**config.mk**
```make
export PLATFORM = sky130hd
export DESIGN_NAME = band_peak
export DESIGN_NICKNAME = d
export VERILOG_FILES = /design/src/rtl/band_peak.sv
export SDC_FILE = /design/constraint.sdc
export NUM_CORES = 1
export LEC_CHECK = 0
export CORE_AREA = 2 2 122 112
export CTS_CLUSTER_DIAMETER = 100
export DETAILED_ROUTE_END_ITERATION = 10
export DIE_AREA = 0 0 124 114
export MAX_ROUTING_LAYER = met4
export PLACE_DENSITY_LB_ADDON = 0.08
export REMOVE_ABC_BUFFERS = 1
export SYNTH_ARGS = -nofsm -noshare
export SYNTH_HDL_FRONTEND = slang
export SYNTH_SLANG_ARGS = --single-unit
```
**constraint.sdc**
```tcl
create_clock -name clk -period 10.9 [get_ports clk]
set_input_delay 2.18 -clock clk [delete_from_list [all_inputs] [get_ports clk]]
set_output_delay 2.18 -clock clk [all_outputs]
set_load 0.02 [all_outputs]
```
**src/rtl/band_peak.sv**
```systemverilog
// band_peak: per-frame peak magnitude of two FFT bin bands (A and B) with a 3-stage
// abs/magnitude/compare pipeline. Optional overflow screening via `define BAND_PEAK_OVF_EN.
module band_peak #(
    parameter int unsigned datlen    = 12,
    parameter int unsigned vlen      = 32,
    parameter int unsigned vlen_log2 = 5,
    parameter int unsigned a_lo      = 3,
    parameter int unsigned a_hi      = 6,
    parameter int unsigned b_lo      = 16,
    parameter int unsigned b_hi      = 19
) (
    input  logic                  clk,
    input  logic                  rst_n,
    input  logic [2*datlen-1:0]   ampl_f,
    input  logic                  out_nd,
    input  logic                  sof,
`ifdef BAND_PEAK_OVF_EN
    input  logic                  overflow,
    output logic                  ovf_err,
`endif
    output logic [datlen-1:0]     freq_a,
    output logic [datlen-1:0]     freq_b,
    output logic                  peak_vld,
    output logic                  sync_err
);

    localparam int unsigned FLUSH_CYC = 3;
    localparam logic [vlen_log2-1:0] LAST_BIN   = vlen_log2'(vlen - 1);
    localparam logic [1:0]           FLUSH_LAST = 2'(FLUSH_CYC - 1);

    // Band limits clipped to the frame; an empty or out-of-frame band never updates
    localparam int unsigned A_HI_C = (a_hi >= vlen) ? vlen - 1 : a_hi;
    localparam int unsigned B_HI_C = (b_hi >= vlen) ? vlen - 1 : b_hi;
    localparam bit A_EN = (a_lo <= a_hi) && (a_lo < vlen);
    localparam bit B_EN = (b_lo <= b_hi) && (b_lo < vlen);
    localparam logic [vlen_log2-1:0] A_LO_B = vlen_log2'(a_lo);
    localparam logic [vlen_log2-1:0] A_HI_B = vlen_log2'(A_HI_C);
    localparam logic [vlen_log2-1:0] B_LO_B = vlen_log2'(b_lo);
    localparam logic [vlen_log2-1:0] B_HI_B = vlen_log2'(B_HI_C);

    typedef enum logic [1:0] {
        S_IDLE    = 2'd0,
        S_COLLECT = 2'd1,
        S_FLUSH   = 2'd2
    } state_t;

    state_t r_state;
    state_t w_next;

    logic                  w_accept;
    logic                  w_start;
    logic                  w_restart;
    logic                  w_load;
    logic                  w_frame_ok;
    logic [vlen_log2-1:0]  w_bin;

    logic [vlen_log2-1:0]  r_bin_cnt;
    logic [1:0]            r_flush_cnt;

    logic                  r_v1;
    logic [datlen-1:0]     r_abs_re;
    logic [datlen-1:0]     r_abs_im;
    logic [vlen_log2-1:0]  r_bin1;

    logic                  r_v2;
    logic [datlen-1:0]     r_mag2;
    logic [vlen_log2-1:0]  r_bin2;

    logic [datlen-1:0]     w_mx;
    logic [datlen-1:0]     w_mn;
    logic [datlen-1:0]     w_mag;
    logic                  w_in_a;
    logic                  w_in_b;

    logic [datlen-1:0]     r_max_a;
    logic [datlen-1:0]     r_max_b;
    logic [vlen_log2-1:0]  r_bin_a;
    logic [vlen_log2-1:0]  r_bin_b;

    // Two's-complement absolute value; the most negative input maps to 2^(datlen-1)
    function automatic logic [datlen-1:0] f_abs(input logic [datlen-1:0] x);
        return x[datlen-1] ? (~x + datlen'(1)) : x;
    endfunction

    always_ff @(posedge clk or negedge rst_n) begin
        if (!rst_n) begin
            r_state <= S_IDLE;
        end else begin
            r_state <= w_next;
        end
    end

    always_comb begin
        w_next    = r_state;
        w_accept  = 1'b0;
        w_start   = 1'b0;
        w_restart = 1'b0;
        w_load    = 1'b0;
        case (r_state)
            S_IDLE: begin
                if (out_nd && sof) begin
                    w_accept = 1'b1;
                    w_start  = 1'b1;
                    w_next   = S_COLLECT;
                end
            end
            S_COLLECT: begin
                if (out_nd) begin
                    w_accept = 1'b1;
                    if (sof) begin
                        w_start   = 1'b1;
                        w_restart = 1'b1;
                    end else if (r_bin_cnt == LAST_BIN) begin
                        w_next = S_FLUSH;
                    end
                end
            end
            S_FLUSH: begin
                if (r_flush_cnt == FLUSH_LAST) begin
                    w_load = 1'b1;
                    w_next = S_IDLE;
                end
            end
            default: w_next = S_IDLE;
        endcase
    end

    assign w_bin = w_start ? '0 : r_bin_cnt;

    always_ff @(posedge clk or negedge rst_n) begin
        if (!rst_n) begin
            r_bin_cnt   <= '0;
            r_flush_cnt <= '0;
        end else begin
            if (w_accept) begin
                r_bin_cnt <= w_bin + vlen_log2'(1);
            end
            if (r_state == S_FLUSH) begin
                r_flush_cnt <= r_flush_cnt + 2'd1;
            end else begin
                r_flush_cnt <= '0;
            end
        end
    end

    // Stages 1 and 2; a frame (re)start squashes beats of the previous frame still in flight
    always_ff @(posedge clk or negedge rst_n) begin
        if (!rst_n) begin
            r_v1     <= 1'b0;
            r_abs_re <= '0;
            r_abs_im <= '0;
            r_bin1   <= '0;
            r_v2     <= 1'b0;
            r_mag2   <= '0;
            r_bin2   <= '0;
        end else begin
            r_v1 <= w_accept;
            if (w_accept) begin
                r_abs_re <= f_abs(ampl_f[datlen-1:0]);
                r_abs_im <= f_abs(ampl_f[2*datlen-1:datlen]);
                r_bin1   <= w_bin;
            end
            r_v2 <= r_v1 && !w_start;
            if (r_v1) begin
                r_mag2 <= w_mag;
                r_bin2 <= r_bin1;
            end
        end
    end

    assign w_mx  = (r_abs_re >= r_abs_im) ? r_abs_re : r_abs_im;
    assign w_mn  = (r_abs_re >= r_abs_im) ? r_abs_im : r_abs_re;
    assign w_mag = w_mx + (w_mn >> 1);

    assign w_in_a = A_EN && (r_bin2 >= A_LO_B) && (r_bin2 <= A_HI_B);
    assign w_in_b = B_EN && (r_bin2 >= B_LO_B) && (r_bin2 <= B_HI_B);

    // Stage 3: strict greater-than keeps the lowest bin on ties
    always_ff @(posedge clk or negedge rst_n) begin
        if (!rst_n) begin
            r_max_a <= '0;
            r_max_b <= '0;
            r_bin_a <= '0;
            r_bin_b <= '0;
        end else if (w_start) begin
            r_max_a <= '0;
            r_max_b <= '0;
            r_bin_a <= '0;
            r_bin_b <= '0;
        end else if (r_v2) begin
            if (w_in_a && (r_mag2 > r_max_a)) begin
                r_max_a <= r_mag2;
                r_bin_a <= r_bin2;
            end
            if (w_in_b && (r_mag2 > r_max_b)) begin
                r_max_b <= r_mag2;
                r_bin_b <= r_bin2;
            end
        end
    end

`ifdef BAND_PEAK_OVF_EN
    logic r_bad;

    always_ff @(posedge clk or negedge rst_n) begin
        if (!rst_n) begin
            r_bad   <= 1'b0;
            ovf_err <= 1'b0;
        end else begin
            if (w_start) begin
                r_bad <= overflow;
            end else if (w_accept && overflow) begin
                r_bad <= 1'b1;
            end
            if (w_accept && overflow) begin
                ovf_err <= 1'b1;
            end
        end
    end

    assign w_frame_ok = !r_bad;
`else
    assign w_frame_ok = 1'b1;
`endif

    always_ff @(posedge clk or negedge rst_n) begin
        if (!rst_n) begin
            freq_a   <= '0;
            freq_b   <= '0;
            peak_vld <= 1'b0;
            sync_err <= 1'b0;
        end else begin
            peak_vld <= w_load && w_frame_ok;
            if (w_load && w_frame_ok) begin
                freq_a <= r_max_a;
                freq_b <= r_max_b;
            end
            if (w_restart) begin
                sync_err <= 1'b1;
            end
        end
    end

endmodule

```
======== Word-level counts from Yosys, hierarchy flattened ========
Cells that the tools add are included.
operators by class
  eq/ne operators ......................... 9
  order comparisons ....................... 7
  $add $sub $neg .......................... 5
  bitwise gates (word level) .............. 2
  reduce and logical (&&, ||, !) cells .... 14
  mux-type cells .......................... 27
operators with widths
  cell                                                                                 number
  12-bit two-way mux                                                                   10
  12-bit by 1-bit adder with 12-bit output, second input constant                      2
  12-bit greater-than comparator                                                       2
  12-bit NOT                                                                           2
  12-bit by 11-bit adder with 12-bit output                                            1
  12-bit greater-or-equal comparator                                                   1
  2-bit two-way mux                                                                    6
  2-bit inequality test, second input constant                                         5
  1-bit two-way mux                                                                    7
  1-bit logical AND                                                                    6
  2-bit case mux with 3 select lines                                                   1
  2-bit nonzero test                                                                   3
  5-bit by 1-bit adder with 5-bit output, second input constant                        1
  5-bit equality test, second input constant                                           1
  5-bit by 2-bit greater-or-equal comparator with 1-bit output, second input constant  1
  5-bit greater-or-equal comparator, second input constant                             1
  5-bit by 3-bit less-or-equal comparator with 1-bit output, second input constant     1
  5-bit less-or-equal comparator, second input constant                                1
  5-bit two-way mux                                                                    1
  5-bit AND reduction                                                                  1
  2-bit equality test, second input constant                                           2
  1-bit case mux with 2 select lines                                                   2
  2-bit AND reduction                                                                  2
  2-bit by 1-bit adder with 2-bit output, second input constant                        1
  3 further kinds                                                                      3
word-level totals
  flip-flop bits (word level) ............. 107
  logic and storage cells ................. 80
  output and inout bits ................... 26
  input port bits ......................... 28

======== Logic depth before layout (Yosys ltp) ========
Gate-level depths: netlist (run 1).
  depth in word-level cells ............... 6
  gate-level depth with buffers ........... 16
  mapped depth without buffers ............ 15

======== Least setup slack after synthesis (run 1) ========
OpenSTA, ideal clock, no wires.
  kind .................................... input port to flip-flop
  from .................................... input ampl_f[12]
  to ...................................... register r_abs_im[10]
  setup time .............................. 0.136 ns
  path buffers ............................ 0
  path slack .............................. 7.060 ns
  data required time ...................... 10.764 ns
  stages .................................. 8
  arrival ................................. 3.703 ns
  path through ............................ inv_1 -> ha_1 -> or3b_1 -> or3_1 -> or2_1 -> o41ai_2 -> xor2_1 -> a21oi_1
on the way
  word-level cells in the longest chain between the ends .. 3
RTL lines
  what                                      RTL line  source
  start: declaration                        14        input logic [2*datlen-1:0] ampl_f,
  12-bit NOT                                82        return x[datlen-1] ? (~x + datlen'(1)) : x;
  12-bit by 1-bit adder with 12-bit output  82
  12-bit two-way mux                        82
  end signal: assignment                    160       r_abs_im <= f_abs(ampl_f[2*datlen-1:datlen]);
  end: declaration                          62        logic [datlen-1:0] r_abs_im;
Every way passes these cells.
A chain may end at the register's enable or synchronous reset.

======== Final worst setup path (run 1) ========
  from .................................... register r_abs_im[10]
  to ...................................... register r_mag2[10]
on the way
  word-level cells in the longest chain between the ends .. 3
  elaborated cells on any way between the ends .. 4
  those cells by class .................... add/sub: 1; order compare: 1; mux: 2
RTL lines
  what                                           RTL line  source
  12-bit greater-or-equal comparator             171, 172
  12-bit two-way mux (on tied branches)          171, 172
  12-bit by 11-bit adder with 12-bit output (*)  173       assign w_mag = w_mx + (w_mn >> 1);
  end signal: assignment                         165       r_mag2 <= w_mag;
  end: declaration                               66        logic [datlen-1:0] r_mag2;
Mark *: on every way between the ends. The rest lies on a longest branch, timed or not.

==> metrics.csv, run 1 <==
metric,value,unit
outcome,"complete, no violations",
maxCapViolations,0,
rr_endpoint,r_mag2[10]$_DFFE_PN0P_,
share_comb_of_total_power,41.1,%
power_frac_seq,36.2,%
synth_seq_cells,107,
ant_nets,0,
placementRows,40,
boundaryPins,54,
r2r_setup_slack,6.55,ns
grt_max_degree,59,
start_util,48.73,%
via_count_of_the_first_global_routing_pass,5166,
vdd_ir_drop_max,0.1039,mV
postLayoutCoreUtil,56.19,%
startpoint,r_abs_im[10]$_DFFE_PN0P_,
setup_repair_after_global_routing_missed_its_margin,no,
max_stage_delay,0.53,ns
worst_hold_path.num_cells,1,
whs,0.4269,ns
drt_pre_antenna_iters,5,
worstSkewPairLatency,0.36,ns
drcViolationCount,0,
finalSetupViolCount,0,
tightestPinTransition,0.9458,ns
asr_flop_ratio_synth,100.0,%
drive_above_1_share,7.619,%
detail_route.wl_per_cell,15.02,um
finalNetCount,810,
routability_congestion_estimate,0.8606,
power.switching_fraction,37.66,%
postCtsHoldBufs,0,
avgSynthCellArea,9.150,sq um
grt_antenna_before_repair,0,
route.vias.total,5026,
timing.critical_path.slowest_stage_cell,sky130_fd_sc_hd__o21a_1,
postCtsSetupBuffers,0,
path_clk_slew,0.07,ns
mostFrequentLayoutCell,sky130_fd_sc_hd__nand2_1,
timing.critical_path.required,11.14,ns
post-route-period-util,39.87,%
intPower,0.9369,mW
crit_family,compound AO/OA/AOI/OAI gates,
worstPathCellList,"inv_1, ha_1, a21oi_1, nand2_1, a211oi_1, o21a_1, mux2_2, ha_1, fa_1, a21o_1, a21oi_1, o211ai_1, a31oi_1, xnor2_1, mux2_2",
htreeDepth,3,
slew_violations,0,
synth_cell_type_count,52,
cellPowerDensity,205.5,nW/um^2
worstRegToRegCells,15,
crit_path_end_kind,flop,
die_area,14140,sq um
yosysWarnings,0,
cts_resized,0,
number_of_flops_mapped_to_enable_cells_by_yosys,0,
post-route-cell-area,7312,sq um
first_iter_violations,271,
data_arrival_at_the_endpoint_of_the_critical_path,4.59,ns
max_freq,230.1,MHz
insertedDiodeCount,0,
fp.coreArea,13010,sq um
relSlewSlack,36.95,%
hold_viol,0,
netSwitchingPower,0.5659,mW
clkSinkCount,107,
fin_worst_skew,0.005238,ns
totalNegativeSetupSlack,0,ns
vias_per_cell,5.566,
dominantRegCellSynth,sky130_fd_sc_hd__dfrtp_1,
grt.overflow.total,0,
critical_path.max_fanout,12,
finalWorstPathRequiredPeriod,4.346,ns
dpl-instance-area,7000,sq um
p_total,1.503,mW
cts_made_buffers,9,
area.growth.synth_to_final,15.31,%
post_synthesis_sequential_area_ratio,42.23,%
critical_path_buffer_and_inverter_count,1,
die_width,124,um
timing_worst_setup_path_type,reg -> reg,
drt-total-wl,13.56,mm
critical_path.endpoint,r_mag2[10]$_DFFE_PN0P_,
portBuffers,53,
worstSetupPathDepth,15,
mostFrequentLayoutCells,"123 x sky130_fd_sc_hd__nand2_1, 107 x sky130_fd_sc_hd__dfrtp_1, 63 x sky130_fd_sc_hd__o21ai_0, 52 x sky130_fd_sc_hd__inv_1, 52 x sky130_fd_sc_hd__clkdlybuf4s50_1",
cts-root-to-sink-buffers,2,
min_path_type,reg -> reg,
detailedPlacementHpwl,10.08,mm
postSynthCellCount,693,
cts.root.buffer_cell,sky130_fd_sc_hd__clkbuf_16,
leakage_power_summed_over_all_cells,3.226,nW
globalRouteTotalUtil,22.11,%
power.share.clock,22.7,%
tritoncts,built,
timing.critical_path.from_type,flop,
grt_pass1_wl,24.16,mm
syn-cell-area,6341,sq um
r2r-start,r_abs_im[10]$_DFFE_PN0P_,
die-height,114,um
## power by group through the flow
| stage | logic [mW] | registers, mW | clock network (mW) |
|---|---|---|---|
| 3_5_place_dp | 0.612 | 0.551 | 0 |
| 6_report | 0.618 | 0.544 | 0.341 |
| 2_1_floorplan | 0.460 | 0.527 | 0 |
| 3_3_place_gp | 0.590 | 0.550 | 0 |
| 5_1_grt | 0.713 | 0.557 | 0.365 |
| 4_1_cts | 0.617 | 0.545 | 0.350 |
## logic make-up after synthesis
group	share of synthesized area (%)
adder cells (fa/ha/maj)	10.38
multiplexers	6.827
XOR/XNOR	4.005
AND/OR/NAND/NOR	16.59
buffers and inverters	5.150
AO/OA/AOI/OAI	14.82
flip-flops	42.23
## cell usage after synthesis (all sizes together), types with 8 or more instances
master | count | area, sq um
dfrtp | 107 | 2678
inv | 52 | 195.2
nand4 | 21 | 131.4
ha | 51 | 638.1
mux2i | 14 | 140.1
xor2 | 16 | 140.1
mux2 | 26 | 292.8
nand2 | 123 | 461.7
a21o | 12 | 90.09
nor2 | 32 | 120.1
a32oi | 12 | 105.1
nand3 | 17 | 85.08
a21oi | 29 | 145.1
clkbuf | 28 | 105.1
o21ai | 64 | 320.3
or3 | 8 | 60.06
xnor2 | 13 | 113.9
## cell type report
class                      count  area [sq um]
fill                        1184          5700
clock inverter                 6         72.57
clock buffer                  10         239.0
multi-input combinational    500          3337
inverter                      52         195.2
timing repair buffer          60         580.6
sequential                   107          2678
tap                          168         210.2
## metal layers
layer  global-route usage, %  up-vias  part of all wire [%]
li1                        -     2491                     -
met1                   28.47     2457                    48
met2                   35.38       69                    48
met3                   5.500        9                   3.3
met4                   5.019        0                  0.83
met5                       -        -                     0
## metrics by stage
stage	instances	worst slack, ns
after floorplan	659	6.487
after global placement	887	6.342
final	903	6.554
after CTS	903	6.586
after detailed placement	887	6.244
after global routing	903	6.184
## flip-flops by register name, summed over array words and instances, names as in the netlist, 2 cells and up
signal,count
freq_a,12
freq_b,12
r_abs_im,12
r_abs_re,12
r_mag2,12
r_max_a,12
r_max_b,12
r_bin1,5
r_bin2,5
r_bin_cnt,5
r_flush_cnt,2
r_state,2
## how the worst min path moves through the flow
stage | startpoint | to | slack (ns)
final | r_flush_cnt[0]$_DFF_PN0_ | r_flush_cnt[0]$_DFF_PN0_ | 0.43
after global routing | r_flush_cnt[0]$_DFF_PN0_ | r_flush_cnt[0]$_DFF_PN0_ | 0.46
after CTS | r_flush_cnt[0]$_DFF_PN0_ | r_flush_cnt[0]$_DFF_PN0_ | 0.43
after detailed placement | r_flush_cnt[0]$_DFF_PN0_ | r_flush_cnt[0]$_DFF_PN0_ | 0.42
after global placement | r_flush_cnt[0]$_DFF_PN0_ | r_flush_cnt[0]$_DFF_PN0_ | 0.41
after floorplan | r_flush_cnt[0]$_DFF_PN0_ | r_flush_cnt[0]$_DFF_PN0_ | 0.40
No activity file was read; power rests on OpenSTA's default activity.
==> run 2, diff against run 1 <==
==> constraint.sdc (replaced) <==
create_clock -name clk -period 4.5 [get_ports clk]
set_input_delay 0.9 -clock clk [delete_from_list [all_inputs] [get_ports clk]]
set_output_delay 0.9 -clock clk [all_outputs]
set_load 0.02 [all_outputs]
==> run 2 against run 1 <==
  * Clock power rose by 150%
  * Hold slack got worse by 0.0029 ns
  * Critical path depth is 1 lower
  * Critical path type unchanged
==> metrics.csv, run 2 (synthesized netlist as in run 1, its figures left out) <==
metric,value,unit,change
dpl-instance-area,7008,sq um,+0.11%
first_iter_violations,256,,-5.5%
num-fill-cells,1178,,-0.51%
drt-total-wl,13.57,mm,about the same
insertedDiodeCount,0,,unchanged
share_comb_of_total_power,41.1,%,about the same
power_frac_seq,35.9,%,-0.3 points
worstSkewPairLatency,0.36,ns,about the same
post-route-period-util,90.49,%,+51 points
boundaryPins,54,,unchanged
die_area,14140,sq um,unchanged
route.vias.total,4970,,-1.1%
whs,0.4240,ns,-0.002919 ns
setup_repair_after_global_routing_missed_its_margin,no,,
grt_max_degree,80,,+36%
fin_worst_skew,0.008675,ns,+0.003437 ns
drive_above_1_share,7.745,%,+0.13 points
cts_made_buffers,9,,unchanged
register_area,2678,sq um,unchanged
netSwitchingPower,1.397,mW,+150%
detail_route.wirelength.met1,6.538,mm,+1.1%
maxUsedRoutingLayer,met4,,
grt.overflow.total,0,,unchanged
intPower,2.268,mW,+140%
min_path_type,reg -> reg,,
die_width,124,um,unchanged
detailedPlacementHpwl,10.21,mm,+1.2%
postCtsHoldBufs,0,,unchanged
outcome,"complete, no violations",,
mostFrequentLayoutCells,"123 x sky130_fd_sc_hd__nand2_1, 107 x sky130_fd_sc_hd__dfrtp_1, 63 x sky130_fd_sc_hd__o21ai_0, 52 x sky130_fd_sc_hd__inv_1, 52 x sky130_fd_sc_hd__clkdlybuf4s50_1",,
postLayoutCoreUtil,56.30,%,+0.11 points
max_freq,245.6,MHz,+6.7%
power.share.clock,23.0,%,+0.3 points
tritoncts,built,,
routability_congestion_estimate,0.8394,,-2.5%
crit_path_end_kind,flop,,
finalSetupViolCount,0,,unchanged
slew_violations,0,,unchanged
layout.cells.non_filler,904,,+0.11%
area.growth.synth_to_final,15.53,%,
cell_count_after_placement,888,,+0.11%
placementRows,40,,unchanged
r2r_setup_slack,0.43,ns,-6.13 ns
htreeDepth,3,,unchanged
drcViolationCount,0,,unchanged
finalNetCount,811,,+0.12%
setup_ws,0.4280,ns,-6.126 ns
grt_pass1_wl,23.43,mm,-3.0%
fp.coreArea,13010,sq um,unchanged
timing.critical_path.from_type,flop,,
vdd_ir_drop_max,0.3220,mV,+210%
multi_input_area,3337,sq um,unchanged
grt_antenna_before_repair,0,,unchanged
vias_per_cell,5.498,,-1.2%
postCtsSetupBuffers,0,,unchanged
cellPowerDensity,500.3,nW/um^2,+140%
timing.critical_path.required,4.75,ns,-6.39 ns
clkSinkCount,107,,unchanged
detail_route.wl_per_cell,15.02,um,about the same
die-height,114,um,unchanged
cts.root.buffer_cell,sky130_fd_sc_hd__clkbuf_16,,
start_util,48.73,%,unchanged
mostFrequentLayoutCell,sky130_fd_sc_hd__nand2_1,,
cts_resized,0,,unchanged
path_clk_slew,0.08,ns,about the same
relSlewSlack,33.33,%,-3.6 points
finalWorstPathRequiredPeriod,4.072,ns,-0.2738 ns
ant_nets,0,,unchanged
totalNegativeSetupSlack,0,ns,unchanged
power.switching_fraction,38.12,%,+0.47 points
cts-root-to-sink-buffers,2,,unchanged
data_arrival_at_the_endpoint_of_the_critical_path,4.32,ns,-0.27 ns
globalRouteTotalUtil,21.59,%,-0.52 points
met2WireLength,6.424,mm,-1.6%
post-route-cell-area,7326,sq um,+0.19%
hold_viol,0,,unchanged
timing_worst_setup_path_type,reg -> reg,,
dpl_worst_slack,0.4347,ns,-5.809 ns
tightestPinTransition,1.000,ns,+0.05425 ns
critical_path.max_fanout,6,,-6
routed-wl-met3,496,um,+9.3%
portBuffers,53,,unchanged
maxCapViolations,0,,unchanged
p_total,3.665,mW,+140%
drt_pre_antenna_iters,4,,-1
leakage_power_summed_over_all_cells,3.244,nW,+0.54%
via_count_of_the_first_global_routing_pass,4840,,-6.3%
run 2: layout make-up:
cell class              instances  area share, %
inverters                      52          2.664
well taps                     168          2.869
clock buffers                   9          3.074
repair buffers                 61          8.027
flip-flops and latches        107          36.55
multi-input cells             500          45.55
clock inverters                 7          1.264
run 2: worst max-delay path, stage by stage, from the launching register on:
cell and delay [ns]:
sky130_fd_sc_hd__dfrtp_1 0.41, sky130_fd_sc_hd__ha_1 0.34, sky130_fd_sc_hd__a21oi_1 0.16, sky130_fd_sc_hd__nand2_1 0.07, sky130_fd_sc_hd__a211oi_1 0.37, sky130_fd_sc_hd__o21a_1 0.34
sky130_fd_sc_hd__mux2_2 0.38, sky130_fd_sc_hd__ha_1 0.24, sky130_fd_sc_hd__fa_1 0.42, sky130_fd_sc_hd__a21o_1 0.20, sky130_fd_sc_hd__a21oi_1 0.25, sky130_fd_sc_hd__o211a_1 0.24
sky130_fd_sc_hd__o21ai_0 0.11, sky130_fd_sc_hd__xor2_1 0.16, sky130_fd_sc_hd__mux2_2 0.26
run 2: final timing paths:
path / cells past startpoint / startpoint / endpoint
max: 14 / r_abs_re[10]$_DFFE_PN0P_ / r_mag2[8]$_DFFE_PN0P_
min: 1 / r_flush_cnt[0]$_DFF_PN0_ / r_flush_cnt[0]$_DFF_PN0_
max reg2reg: 14 / r_abs_re[10]$_DFFE_PN0P_ / r_mag2[8]$_DFFE_PN0P_
min reg2reg: 1 / r_flush_cnt[0]$_DFF_PN0_ / r_flush_cnt[0]$_DFF_PN0_
max in group asynchronous: 2 / rst_n / r_max_b[9]$_DFFE_PN0P_
min in group asynchronous: 1 / rst_n / r_abs_im[9]$_DFFE_PN0P_
run 2: layer usage:
metal	track usage [%]	up-vias
li1	-	2484
met1	29.12	2399
met2	33.70	77
met3	5.150	10
met4	3.970	0
met5	-	-
run 2: power groups by stage:
stage | clock network [mW] | registers, mW | logic, mW
floorplan | 0 | 1.28 | 1.11
global placement | 0 | 1.33 | 1.45
detailed placement | 0 | 1.33 | 1.50
CTS | 0.871 | 1.32 | 1.51
global route | 0.902 | 1.34 | 1.70
finish | 0.844 | 1.32 | 1.51
==> run 3, diff against run 2 <==
--- a/config.mk
+++ b/config.mk
@@ -5,10 +5,10 @@
 export SDC_FILE = /design/constraint.sdc
 export NUM_CORES = 1
 export LEC_CHECK = 0
-export CORE_AREA = 2 2 122 112
+export CORE_AREA = 2 2 116 118
 export CTS_CLUSTER_DIAMETER = 100
 export DETAILED_ROUTE_END_ITERATION = 10
-export DIE_AREA = 0 0 124 114
+export DIE_AREA = 0 0 118 120
 export MAX_ROUTING_LAYER = met4
 export PLACE_DENSITY_LB_ADDON = 0.08
 export REMOVE_ABC_BUFFERS = 1
==> run 3 against run 2 <==
  * Global-route usage is 1.6 points lower
  * First-iteration DRC count is 20% lower
  * Via count hardly changed
  * Sequential power hardly changed
  * Setup slack better by 0.11 ns
  * Die area is 0.17% higher
  * Core utilization is 0.30 points higher
  * Largest power group unchanged
  * Highest routed layer unchanged
==> metrics.csv, run 3 (synthesized netlist as in run 1, its figures left out) <==
metric,value,unit,change
outcome,"complete, no violations",,
maxCapViolations,0,,unchanged
relSlewSlack,37.74,%,+4.4 points
netSwitchingPower,1.349,mW,-3.5%
boundaryPins,54,,unchanged
cts-root-to-sink-buffers,2,,unchanged
routability_congestion_estimate,0.8509,,+1.4%
cts.root.buffer_cell,sky130_fd_sc_hd__clkbuf_16,,
postCtsSetupBuffers,0,,unchanged
worstPathCellList,"inv_1, ha_1, nor2b_1, o21ai_0, a21oi_1, o21a_1, mux2_2, ha_1, fa_1, a21o_1, a21oi_1, o211a_1, o21ai_0, xor2_1, mux2_2",,
area.growth.synth_to_final,15.86,%,
portBuffers,53,,unchanged
num-fill-cells,1177,,-0.085%
die-height,120,um,+5.3%
drt_pre_antenna_iters,5,,+1
critical_path_buffer_and_inverter_count,1,,+1
fin_worst_skew,0.009376,ns,+0.0007009 ns
grt_antenna_before_repair,0,,unchanged
finalSetupViolCount,0,,unchanged
detail_route.wl_per_cell,14.46,um,-3.7%
r2r_setup_slack,0.53,ns,+0.11 ns
grt_max_degree,61,,-24%
die_area,14160,sq um,+0.17%
mostFrequentLayoutCell,sky130_fd_sc_hd__nand2_1,,
drt-total-wl,13.20,mm,-2.8%
post-route-period-util,88.13,%,-2.4 points
tritoncts,built,,
timing.critical_path.slowest_stage_cell,sky130_fd_sc_hd__dfrtp_1,,
globalRouteTotalUtil,19.96,%,-1.6 points
intPower,2.307,mW,+1.7%
timing_worst_setup_path_type,reg -> reg,,
mostFrequentLayoutCells,"123 x sky130_fd_sc_hd__nand2_1, 107 x sky130_fd_sc_hd__dfrtp_1, 63 x sky130_fd_sc_hd__o21ai_0, 52 x sky130_fd_sc_hd__inv_1, 52 x sky130_fd_sc_hd__clkdlybuf4s50_1",,
critical_path.max_fanout,4,,-2
grt_pass1_wl,22.38,mm,-4.5%
setup_repair_after_global_routing_missed_its_margin,no,,
die_width,118,um,-4.8%
path_clk_slew,0.07,ns,about the same
finalWorstPathRequiredPeriod,3.966,ns,-0.1063 ns
share_comb_of_total_power,41.0,%,about the same
detailedPlacementHpwl,9.985,mm,-2.2%
drive_above_1_share,7.870,%,+0.13 points
vdd_ir_drop_max,0.2391,mV,-26%
slew_violations,0,,unchanged
postCtsHoldBufs,0,,unchanged
max_freq,252.2,MHz,+2.7%
vias_per_cell,5.447,,-0.93%
route.vias.total,4973,,+0.060%
whs,0.4289,ns,+0.004866 ns
cts_resized,0,,unchanged
cellPowerDensity,497.6,nW/um^2,-0.55%
crit_path_end_kind,flop,,
finalNetCount,813,,+0.25%
leakage_power_summed_over_all_cells,3.245,nW,about the same
via_count_of_the_first_global_routing_pass,4739,,-2.1%
grt.overflow.total,0,,unchanged
tightestPinTransition,0.9338,ns,-0.06620 ns
clkSinkCount,107,,unchanged
power_frac_seq,36.0,%,about the same
first_iter_violations,204,,-20%
timing.critical_path.required,4.73,ns,-0.02 ns
insertedDiodeCount,0,,unchanged
data_arrival_at_the_endpoint_of_the_critical_path,4.20,ns,-0.12 ns
htreeDepth,3,,unchanged
hold_viol,0,,unchanged
crit_family,compound AO/OA/AOI/OAI gates,,
min_path_type,reg -> reg,,
ant_nets,0,,unchanged
power.switching_fraction,36.89,%,-1.2 points
placementRows,42,,+5.0%
start_util,48.85,%,+0.12 points
drcViolationCount,0,,unchanged
power.share.clock,22.9,%,about the same
timing.critical_path.from_type,flop,,
fp.coreArea,12980,sq um,-0.25%
max_stage_delay,0.41,ns,about the same
cts_made_buffers,9,,unchanged
worstSkewPairLatency,0.35,ns,about the same
totalNegativeSetupSlack,0,ns,unchanged
==> run 3: cell types whose count changed in the layout (fill, tap and decap cells not counted), sizes merged <==
cell / before / now
buf: 9 / 11
bufinv: 1 / 2
clkinvlp: 0 / 2
inv: 56 / 53
clkinv: 2 / 1
==> run 3: layer usage <==
metal / vias up / GRT usage, % / routed length [um]
met1: 2352 / 25.28 / 6083
met2: 107 / 33.58 / 6421
met3: 16 / 3.042 / 500
li1: 2498 / - / -
met5: - / - / 0
met4: 0 / 5.497 / 193
==> run 3: final timing paths <==
path,endpoint,start,depth (start not counted)
max in group asynchronous,freq_b[1]$_DFFE_PN0P_,rst_n,2
worst min register to register,r_flush_cnt[0]$_DFF_PN0_,r_flush_cnt[0]$_DFF_PN0_,1
worst max-delay path,r_mag2[8]$_DFFE_PN0P_,r_abs_re[0]$_DFFE_PN0P_,15
min in group asynchronous,r_max_a[9]$_DFFE_PN0P_,rst_n,1
worst min-delay path,r_flush_cnt[0]$_DFF_PN0_,r_flush_cnt[0]$_DFF_PN0_,1
worst max register to register,r_mag2[8]$_DFFE_PN0P_,r_abs_re[0]$_DFFE_PN0P_,15
==> run 3: power by group through the flow <==
stage	sequential, mW	clock, mW	combinational [mW]
after floorplan	1.28	0	1.11
after global placement	1.33	0	1.45
after detailed placement	1.33	0	1.50
after CTS	1.32	0.868	1.51
after global routing	1.35	0.906	1.71
final	1.32	0.839	1.50
==> run 3: metrics by stage <==
step	utilization (%)	cells	setup slack [ns]	total power, mW	area, sq um
2_1_floorplan	-	659	0.3274	2.391	6210
3_3_place_gp	54.18	898	0.6053	2.772	7033
3_5_place_dp	54.18	898	0.5507	2.829	7033
4_1_cts	56.60	913	0.5257	3.692	7347
5_1_grt	56.60	913	0.2715	3.966	7347
6_report	56.60	913	0.5343	3.656	7347
==> run 3: layout make-up <==
type                       instances  area, sq um  area share (%)
timing repair buffer              63        603.1           8.208
sequential                       107         2678           36.44
inverter                          52        195.2           2.657
clock inverter                     6        88.84           1.209
tap                              176        220.2           2.997
clock buffer                       9        225.2           3.065
multi-input combinational        500         3337           45.42
